**src/rtl/spi_tx_arbiter.sv**
```systemverilog
// Round-robin scheduler for two message producers sharing one SPI-slave send path.
// Optional watchdog abort is built when SPI_ARB_WATCHDOG_EN is defined.
module spi_tx_arbiter #(
  parameter logic [15:0] TIMEOUT_CYCLES = 16'd50000,
  parameter int          DATA_W         = 48
) (
  input  logic              CLK,
  input  logic              RST,
  input  logic              req0,
  input  logic [DATA_W-1:0] msg0_data,
  input  logic [2:0]        msg0_type,
  output logic              ack0,
  input  logic              req1,
  input  logic [DATA_W-1:0] msg1_data,
  input  logic [2:0]        msg1_type,
  output logic              ack1,
  output logic              spi_send_trigger,
  output logic [DATA_W-1:0] spi_output_data,
  output logic [2:0]        spi_msg_type,
  input  logic              spi_busy,
  output logic              spi_irq,
  output logic              grant_id,
  output logic              spi_abort,
  output logic              err_timeout
);

  typedef enum logic [1:0] {IDLE, ISSUE, WAIT_DONE, DONE} state_t;

  state_t            state_q, state_d;
  logic              last_grant_q, last_grant_d;
  logic              grant_q, grant_d;
  logic              trig_q, trig_d;
  logic              irq_q, irq_d;
  logic              ack0_q, ack0_d;
  logic              ack1_q, ack1_d;
  logic [DATA_W-1:0] data_q, data_d;
  logic [2:0]        type_q, type_d;
  logic              pick;
  logic              timeout;

`ifdef SPI_ARB_WATCHDOG_EN
  logic [15:0] wdog_q;
  logic        tmo_q;

  assign timeout = ((state_q == ISSUE) || (state_q == WAIT_DONE)) &&
                   (wdog_q == (TIMEOUT_CYCLES - 16'd1));

  always_ff @(posedge CLK) begin
    if (RST) begin
      wdog_q <= 16'd0;
      tmo_q  <= 1'b0;
    end else begin
      tmo_q <= timeout;
      if ((state_q == IDLE) && (state_d == ISSUE))
        wdog_q <= 16'd0;
      else if ((state_q == ISSUE) || (state_q == WAIT_DONE))
        wdog_q <= wdog_q + 16'd1;
    end
  end

  assign spi_abort   = tmo_q;
  assign err_timeout = tmo_q;
`else
  logic unused_tmo;

  assign unused_tmo  = ^TIMEOUT_CYCLES;
  assign timeout     = 1'b0;
  assign spi_abort   = 1'b0;
  assign err_timeout = 1'b0;
`endif

  always_comb begin
    state_d      = state_q;
    last_grant_d = last_grant_q;
    grant_d      = grant_q;
    trig_d       = trig_q;
    irq_d        = irq_q;
    ack0_d       = 1'b0;
    ack1_d       = 1'b0;
    data_d       = data_q;
    type_d       = type_q;
    pick         = 1'b0;
    if (timeout) begin
      trig_d  = 1'b0;
      irq_d   = 1'b0;
      state_d = DONE;
    end else begin
      case (state_q)
        IDLE: begin
          // The cycle carrying an ack still sees the old req high, so it never arbitrates.
          if (!spi_busy && !ack0_q && !ack1_q && (req0 || req1)) begin
            pick         = (req0 && req1) ? ~last_grant_q : req1;
            grant_d      = pick;
            last_grant_d = pick;
            data_d       = pick ? msg1_data : msg0_data;
            type_d       = pick ? msg1_type : msg0_type;
            trig_d       = 1'b1;
            irq_d        = 1'b1;
            state_d      = ISSUE;
          end
        end
        ISSUE: begin
          if (spi_busy) begin
            trig_d  = 1'b0;
            state_d = WAIT_DONE;
          end
        end
        WAIT_DONE: begin
          if (!spi_busy) begin
            irq_d   = 1'b0;
            state_d = DONE;
          end
        end
        DONE: begin
          ack0_d  = ~grant_q;
          ack1_d  = grant_q;
          state_d = IDLE;
        end
        default: state_d = IDLE;
      endcase
    end
  end

  always_ff @(posedge CLK) begin
    if (RST) begin
      state_q      <= IDLE;
      last_grant_q <= 1'b1;
      grant_q      <= 1'b0;
      trig_q       <= 1'b0;
      irq_q        <= 1'b0;
      ack0_q       <= 1'b0;
      ack1_q       <= 1'b0;
      data_q       <= '0;
      type_q       <= 3'b000;
    end else begin
      state_q      <= state_d;
      last_grant_q <= last_grant_d;
      grant_q      <= grant_d;
      trig_q       <= trig_d;
      irq_q        <= irq_d;
      ack0_q       <= ack0_d;
      ack1_q       <= ack1_d;
      data_q       <= data_d;
      type_q       <= type_d;
    end
  end

  assign ack0             = ack0_q;
  assign ack1             = ack1_q;
  assign spi_send_trigger = trig_q;
  assign spi_output_data  = data_q;
  assign spi_msg_type     = type_q;
  assign spi_irq          = irq_q;
  assign grant_id         = grant_q;

endmodule

```
**config.mk**
```make
export PLATFORM = sky130hd
export DESIGN_NAME = spi_tx_arbiter
export DESIGN_NICKNAME = d
export VERILOG_FILES = /design/src/rtl/spi_tx_arbiter.sv
export SDC_FILE = /design/constraint.sdc
export NUM_CORES = 1
export LEC_CHECK = 0
export ABC_AREA = 1
export CAP_MARGIN = 40
export CORE_ASPECT_RATIO = 1.2
export CORE_MARGIN = 2
export CORE_UTILIZATION = 35
export DETAILED_ROUTE_END_ITERATION = 12
export PLACE_DENSITY_LB_ADDON = 0.2
export SLEW_MARGIN = 20
export SYNTH_ARGS = -nofsm -noshare
export SYNTH_HDL_FRONTEND = slang
export SYNTH_SLANG_ARGS = --single-unit
```
**constraint.sdc**
```tcl
create_clock -name CLK -period 2.3 [get_ports CLK]
set_input_delay 0.46 -clock CLK [delete_from_list [all_inputs] [get_ports CLK]]
set_output_delay 0.46 -clock CLK [all_outputs]
set_load 0.01 [all_outputs]
```
# ---- Word-level counts from Yosys, hierarchy flattened
# Index checks and enable logic that the tools add are counted.
dict set report totals {
  word_cells 46
  inputBits 107
  out_inout_bits 58
  reg_bits 59
}
dict set report op_classes {
  n_reduce_logical 16
  n_bitwise 3
  n_eq_ne 6
  mux 12
}
# operator n
set op_table {}
lappend op_table {{48-bit 2-to-1 mux} 1}
lappend op_table {{3-bit AND reduction} 3}
lappend op_table {{2-bit one-hot mux with 4 select lines} 1}
lappend op_table {{2-bit 2-to-1 mux} 3}
lappend op_table {{2-bit inequality test (second input constant)} 3}
lappend op_table {{2-bit equality test (second input constant)} 2}
lappend op_table {{1-bit logical AND} 4}
lappend op_table {{1-bit 2-to-1 mux} 4}
lappend op_table {{1-bit one-hot mux with 2 select lines} 2}
lappend op_table {{2-bit nonzero test} 2}
lappend op_table {{1-bit zero test} 3}
lappend op_table {{3-bit 2-to-1 mux} 1}
lappend op_table {{1-bit inverter} 3}
lappend op_table {{2-bit by 1-bit equality test with 1-bit output (second input constant)} 1}
lappend op_table {{2-bit zero test} 1}
lappend op_table {{2-bit AND reduction} 1}
lappend op_table {{2-bit OR reduction} 1}
lappend op_table {{1-bit logical OR} 1}

# ---- Logic depth before layout (Yosys ltp)
dict set report depth {
  depth_word 6
  depth_mapped 9
  mapped_depth_nobuf 9
}

# ---- Least setup slack after synthesis
# No wires, ideal clock.
dict set report synth_path {
  kind {reg2reg}
  startpoint {register state_q[0]}
  endpoint {register type_q[0] (netlist: spi_msg_type[0])}
  n_path_buf 1
  setup_ps 70
  slack_ps 869
  required_time_ps 2230
  synth_period_minus_slack_ps 1431
  path_stages_with_launch 8
  t_arrival_ps 1360
  cell_sequence {dfxtp_1 inv_1 ha_1 inv_2 nor3_4 buf_6 nand2_1 a21oi_1}
}
dict set report synth_between {
  elab_chain_len 2
}
# element line_no
set synth_lines {}
lappend synth_lines {{start: declaration} 29} ;# state_t state_q, state_d;
lappend synth_lines {{start signal: assignment} 136} ;# state_q <= state_d;
lappend synth_lines {{2-bit zero test} 88} ;# case (state_q)
lappend synth_lines {{2-bit AND reduction (no source line)} -}
lappend synth_lines {{end signal: assignment} 144} ;# type_q <= type_d;
lappend synth_lines {{end: declaration} 37} ;# logic [2:0] type_q, type_d;
# No other way between the ends.
# A chain may end at the register's enable or synchronous reset.

# ---- Worst setup path after layout
dict set report layout_path {
  startpoint {register grant_q (netlist: grant_id)}
  endpoint {output port grant_id}
}
# element line_no
set layout_lines {}
lappend layout_lines {{start: declaration} 31} ;# logic grant_q, grant_d;
lappend layout_lines {{start signal: assignment} 138} ;# grant_q <= grant_d;
lappend layout_lines {{end: declaration} 22} ;# output logic grant_id,
# No word-level cell between the ends.

==> report_table.html <==
<table>
<tr><th>Metric</th><th>Value</th></tr>
<tr><th colspan="2">Die</th></tr>
<tr><td>Die width</td><td>85.9 um</td></tr>
<tr><td>Core footprint</td><td>7750 sq um</td></tr>
<tr><td>Starting density of the core</td><td>36.4%</td></tr>
<tr><td>Row Count</td><td>35</td></tr>
<tr><td>Die height</td><td>102 um</td></tr>
<tr><td>Die Outline Area</td><td>8790 sq um</td></tr>
<tr><td>Boundary pin count</td><td>165</td></tr>
<tr><th colspan="2">Placed design</th></tr>
<tr><td>Half-perimeter wire length after placement</td><td>6130 um</td></tr>
<tr><td>Final Wtd Congestion</td><td>0.733</td></tr>
<tr><td># port buffers</td><td>162</td></tr>
<tr><td>Cell area after placement</td><td>4480 sq um</td></tr>
<tr><th colspan="2">Finish</th></tr>
<tr><td>Flip-flop count of the largest register after layout</td><td>48</td></tr>
<tr><td>Finished Core Util</td><td>60.3%</td></tr>
<tr><td>Non-Filler Cell Area, Final</td><td>4680 sq um</td></tr>
<tr><td>Antenna Diode Count</td><td>0</td></tr>
<tr><td>Leading cell type in the layout, fill and taps excluded</td><td>sky130_fd_sc_hd__nand2_1</td></tr>
<tr><td>Area growth syn-to-layout</td><td>65.9%</td></tr>
<tr><td>Layout net count</td><td>712</td></tr>
<tr><td>Commonest cells after routing, fill and taps aside</td><td>271 x sky130_fd_sc_hd__nand2_1, 161 x sky130_fd_sc_hd__clkdlybuf4s50_1, 59 x sky130_fd_sc_hd__dfxtp_1</td></tr>
<tr><td>Fraction of layout cells with a size suffix above 1</td><td>4.95%</td></tr>
<tr><th colspan="2">Hold path</th></tr>
<tr><td>Endpoint of the worst hold path</td><td>spi_send_trigger</td></tr>
<tr><td>Start point of the worst hold path</td><td>spi_send_trigger</td></tr>
<tr><td>Worst hold path depth</td><td>2</td></tr>
<tr><td>Classification of the worst-slack hold path</td><td>register to register</td></tr>
<tr><th colspan="2">Critical path</th></tr>
<tr><td>Type of element capturing the critical path</td><td>output pin</td></tr>
<tr><td>Type of origin of the critical path</td><td>register</td></tr>
<tr><td>Critical R2R Launch</td><td>state_q[0]</td></tr>
<tr><td>Data arrival, critical path</td><td>1.32 ns</td></tr>
<tr><td>Longest individual stage delay on the worst path</td><td>0.58 ns</td></tr>
<tr><td>Reg2Reg Setup Slack</td><td>0.72 ns</td></tr>
<tr><td>Kind of cell adding the most delay to the critical path</td><td>buffers and inverters</td></tr>
<tr><td>RR Endpoint</td><td>spi_output_data[7]</td></tr>
<tr><td>Number of buffer and inverter instances along the worst setup path</td><td>1</td></tr>
<tr><td>Critical path type</td><td>register to output pin</td></tr>
<tr><td>Crit-path max FO</td><td>4</td></tr>
<tr><td>Worst reg2reg path depth</td><td>7</td></tr>
<tr><td>Critical path required time</td><td>1.84 ns</td></tr>
<tr><td>CP max stage cell</td><td>sky130_fd_sc_hd__clkdlybuf4s50_1</td></tr>
<tr><td>Cells traversed along the worst timing path</td><td>clkdlybuf4s50_1</td></tr>
<tr><th colspan="2">CTS</th></tr>
<tr><td>Total of cells resized after clock tree synthesis</td><td>0</td></tr>
<tr><td>Clock tree from TritonCTS</td><td>done</td></tr>
<tr><td>Total number of clock tree sinks</td><td>59</td></tr>
<tr><td>Postcts setup bufs</td><td>0</td></tr>
<tr><td>Total clock buffers created by CTS</td><td>9</td></tr>
<tr><td>Hold-fix buffers, CTS</td><td>0</td></tr>
<tr><td>Number of buffers between clock root and the deepest sink</td><td>2</td></tr>
<tr><td>CTS H-tree lvls</td><td>3</td></tr>
<tr><td>Clock transition at the registers of the reported paths</td><td>0.07 ns</td></tr>
<tr><td>Clock latency reported for the late side of the worst-skew pair</td><td>0.33 ns</td></tr>
<tr><td>Root buf cell</td><td>sky130_fd_sc_hd__clkbuf_8</td></tr>
<tr><th colspan="2">GRT</th></tr>
<tr><td>Wire length of the first global-routing pass</td><td>13300 um</td></tr>
<tr><td>GR Util All Layers</td><td>18.9%</td></tr>
<tr><td>Number of global-route vias before repair</td><td>2964</td></tr>
<tr><td>Number of antenna violations at the first check in global routing</td><td>0</td></tr>
<tr><td>Maximum number of pins on one net before global-route repair</td><td>40</td></tr>
<tr><td>Grt total ovfl</td><td>0</td></tr>
<tr><th colspan="2">Power and ir drop</th></tr>
<tr><td>Leakage</td><td>2.00 nW</td></tr>
<tr><td>Worst voltage drop across the vdd grid</td><td>0.485 mV</td></tr>
<tr><td>NetSw</td><td>1.24 mW</td></tr>
<tr><td>Sequential power share</td><td>35.4%</td></tr>
<tr><td>Total power divided by cell area</td><td>784 nW/um^2</td></tr>
<tr><td>Clock share of power</td><td>24.8%</td></tr>
<tr><td>Total internal power</td><td>2.43 mW</td></tr>
<tr><td>Switching fraction of total power</td><td>33.7%</td></tr>
<tr><td>Combinational cell fraction of total power</td><td>39.8%</td></tr>
<tr><th colspan="2">Synthesis</th></tr>
<tr><td>Leading cell types by total area after synthesis</td><td>sky130_fd_sc_hd__dfxtp_1 42%, sky130_fd_sc_hd__nand2_1 36%, sky130_fd_sc_hd__a21oi_1 9.8%</td></tr>
<tr><td>Area leader, netlist</td><td>sky130_fd_sc_hd__dfxtp_1</td></tr>
<tr><td>Proportion of synthesized chip area in sequential cells</td><td>41.9%</td></tr>
<tr><td>Yosys warnings</td><td>0</td></tr>
<tr><td>Yosys cell types</td><td>17</td></tr>
<tr><td>Synthesized instance count</td><td>445</td></tr>
<tr><td>Register bit total from synthesis</td><td>59</td></tr>
<tr><td>Mapped Area</td><td>2820 sq um</td></tr>
<tr><td>Area share of the leading cell type in the synthesized netlist</td><td>41.9%</td></tr>
<tr><td>Syn_area_per_cell</td><td>6.33 sq um</td></tr>
<tr><th colspan="2">STA</th></tr>
<tr><td>Hold_ws</td><td>0.452 ns</td></tr>
<tr><td>Final hold viol count</td><td>0</td></tr>
<tr><td>Final Max Tran Viols</td><td>0</td></tr>
<tr><td>Setup repair after global routing missed its margin</td><td>false</td></tr>
<tr><td>Min Tclk post-route</td><td>1.78 ns</td></tr>
<tr><td>Final count of negative-setup-slack endpoints</td><td>0</td></tr>
<tr><td>Highest clock rate</td><td>562 MHz</td></tr>
<tr><td>Share of the clock period used by the worst path</td><td>77.4%</td></tr>
<tr><td>Clock skew after layout</td><td>0.00887 ns</td></tr>
<tr><td>Total Negative Setup Slacks</td><td>0 ns</td></tr>
<tr><th colspan="2">Routing</th></tr>
<tr><td>Final WL</td><td>8260 um</td></tr>
<tr><td>Per-cell via count in the routed design</td><td>4.60</td></tr>
<tr><td>Count of nets left with antenna violations after detail routing</td><td>0</td></tr>
<tr><td>Number of optimization iterations in the first detailed-route pass</td><td>4</td></tr>
<tr><td>Initial drt markers</td><td>97</td></tr>
<tr><td># DRC</td><td>0</td></tr>
<tr><td>Average wire per standard cell</td><td>11.8 um</td></tr>
<tr><td>DR vias</td><td>3213</td></tr>
<tr><th colspan="2">Run</th></tr>
<tr><td>Max_cap viols</td><td>0</td></tr>
<tr><th colspan="2">Run status</th></tr>
<tr><td>Result of the run</td><td>finished, final reports clean</td></tr>
</table>
[through the flow]
step / setup slack [ns] / power (mW) / cells
2_1_floorplan: 0.869 / 2.14 / 446
3_3_place_gp: 0.389 / 2.75 / 682
3_5_place_dp: 0.367 / 2.79 / 682
4_1_cts: 0.498 / 3.71 / 698
5_1_grt: 0.462 / 3.94 / 698
6_report: 0.519 / 3.67 / 698
[tightest hold or removal path, delay by kind of cell, from the launching register on]
family / cells / cell delay (ns)
buf+inv: 1 / 0.05
compound gates: 1 / 0.05
flops: 1 / 0.31
[power groups by stage]
| stage | Sequential, mW | Combinational, mW | Clock (mW) |
|---|---|---|---|
| 2_1_floorplan | 1.38 | 0.752 | 0 |
| 3_3_place_gp | 1.31 | 1.44 | 0 |
| 3_5_place_dp | 1.32 | 1.47 | 0 |
| 4_1_cts | 1.30 | 1.47 | 0.940 |
| 5_1_grt | 1.32 | 1.62 | 0.991 |
| 6_report | 1.30 | 1.46 | 0.910 |
[cell families (layout without fill, tap and decap cells)]
family | after synthesis | after routing | synth area share, %
DFF | 59 | 59 | 41.9
other | 1 | 2 | 0.133
and+or+nand+nor | 284 | 284 | 38.5
adders and majority gates | 4 | 4 | 1.78
buffers and inverters | 40 | 200 | 7.42
AOI/OAI and AO/OA | 57 | 57 | 10.3
[how the worst max path moves through the flow]
stage,from,end,cells past startpoint
after floorplan,state_q[0],spi_msg_type[0],7
after global placement,req1,spi_output_data[4],9
after detailed placement,req1,spi_msg_type[2],9
after CTS,grant_id,grant_id,1
after global routing,grant_id,grant_id,1
final,grant_id,grant_id,1
[layout make-up]
type | count | area, sq um
clock buffer | 11 | 141
inverter | 12 | 45.0
sequential | 59 | 1180
multi-input combinational | 347 | 1440
clock inverter | 5 | 52.6
timing repair buffer | 172 | 1700
tap | 92 | 115
fill | 744 | 3080
[Yosys cell counts]
cell type                  count
sky130_fd_sc_hd__nand2_1     273
sky130_fd_sc_hd__dfxtp_1      59
sky130_fd_sc_hd__a21oi_1      55
sky130_fd_sc_hd__buf_2        11
sky130_fd_sc_hd__clkbuf_1     10
sky130_fd_sc_hd__inv_1        10
sky130_fd_sc_hd__nor2_1        6
sky130_fd_sc_hd__buf_6         5
sky130_fd_sc_hd__ha_1          4
sky130_fd_sc_hd__nand3_1       4
sky130_fd_sc_hd__buf_4         2
sky130_fd_sc_hd__clkinv_1      1
sky130_fd_sc_hd__conb_1        1
sky130_fd_sc_hd__inv_2         1
sky130_fd_sc_hd__nor3_4        1
sky130_fd_sc_hd__o211ai_1      1
sky130_fd_sc_hd__o31ai_1       1
[layer usage]
layer,global-route usage [%],share of wire [%]
met4,6.59,1.6
met1,22.5,44
met5,0,0
met3,6.46,8.8
met2,31.9,46
Power figures use the tool's default switching activity.
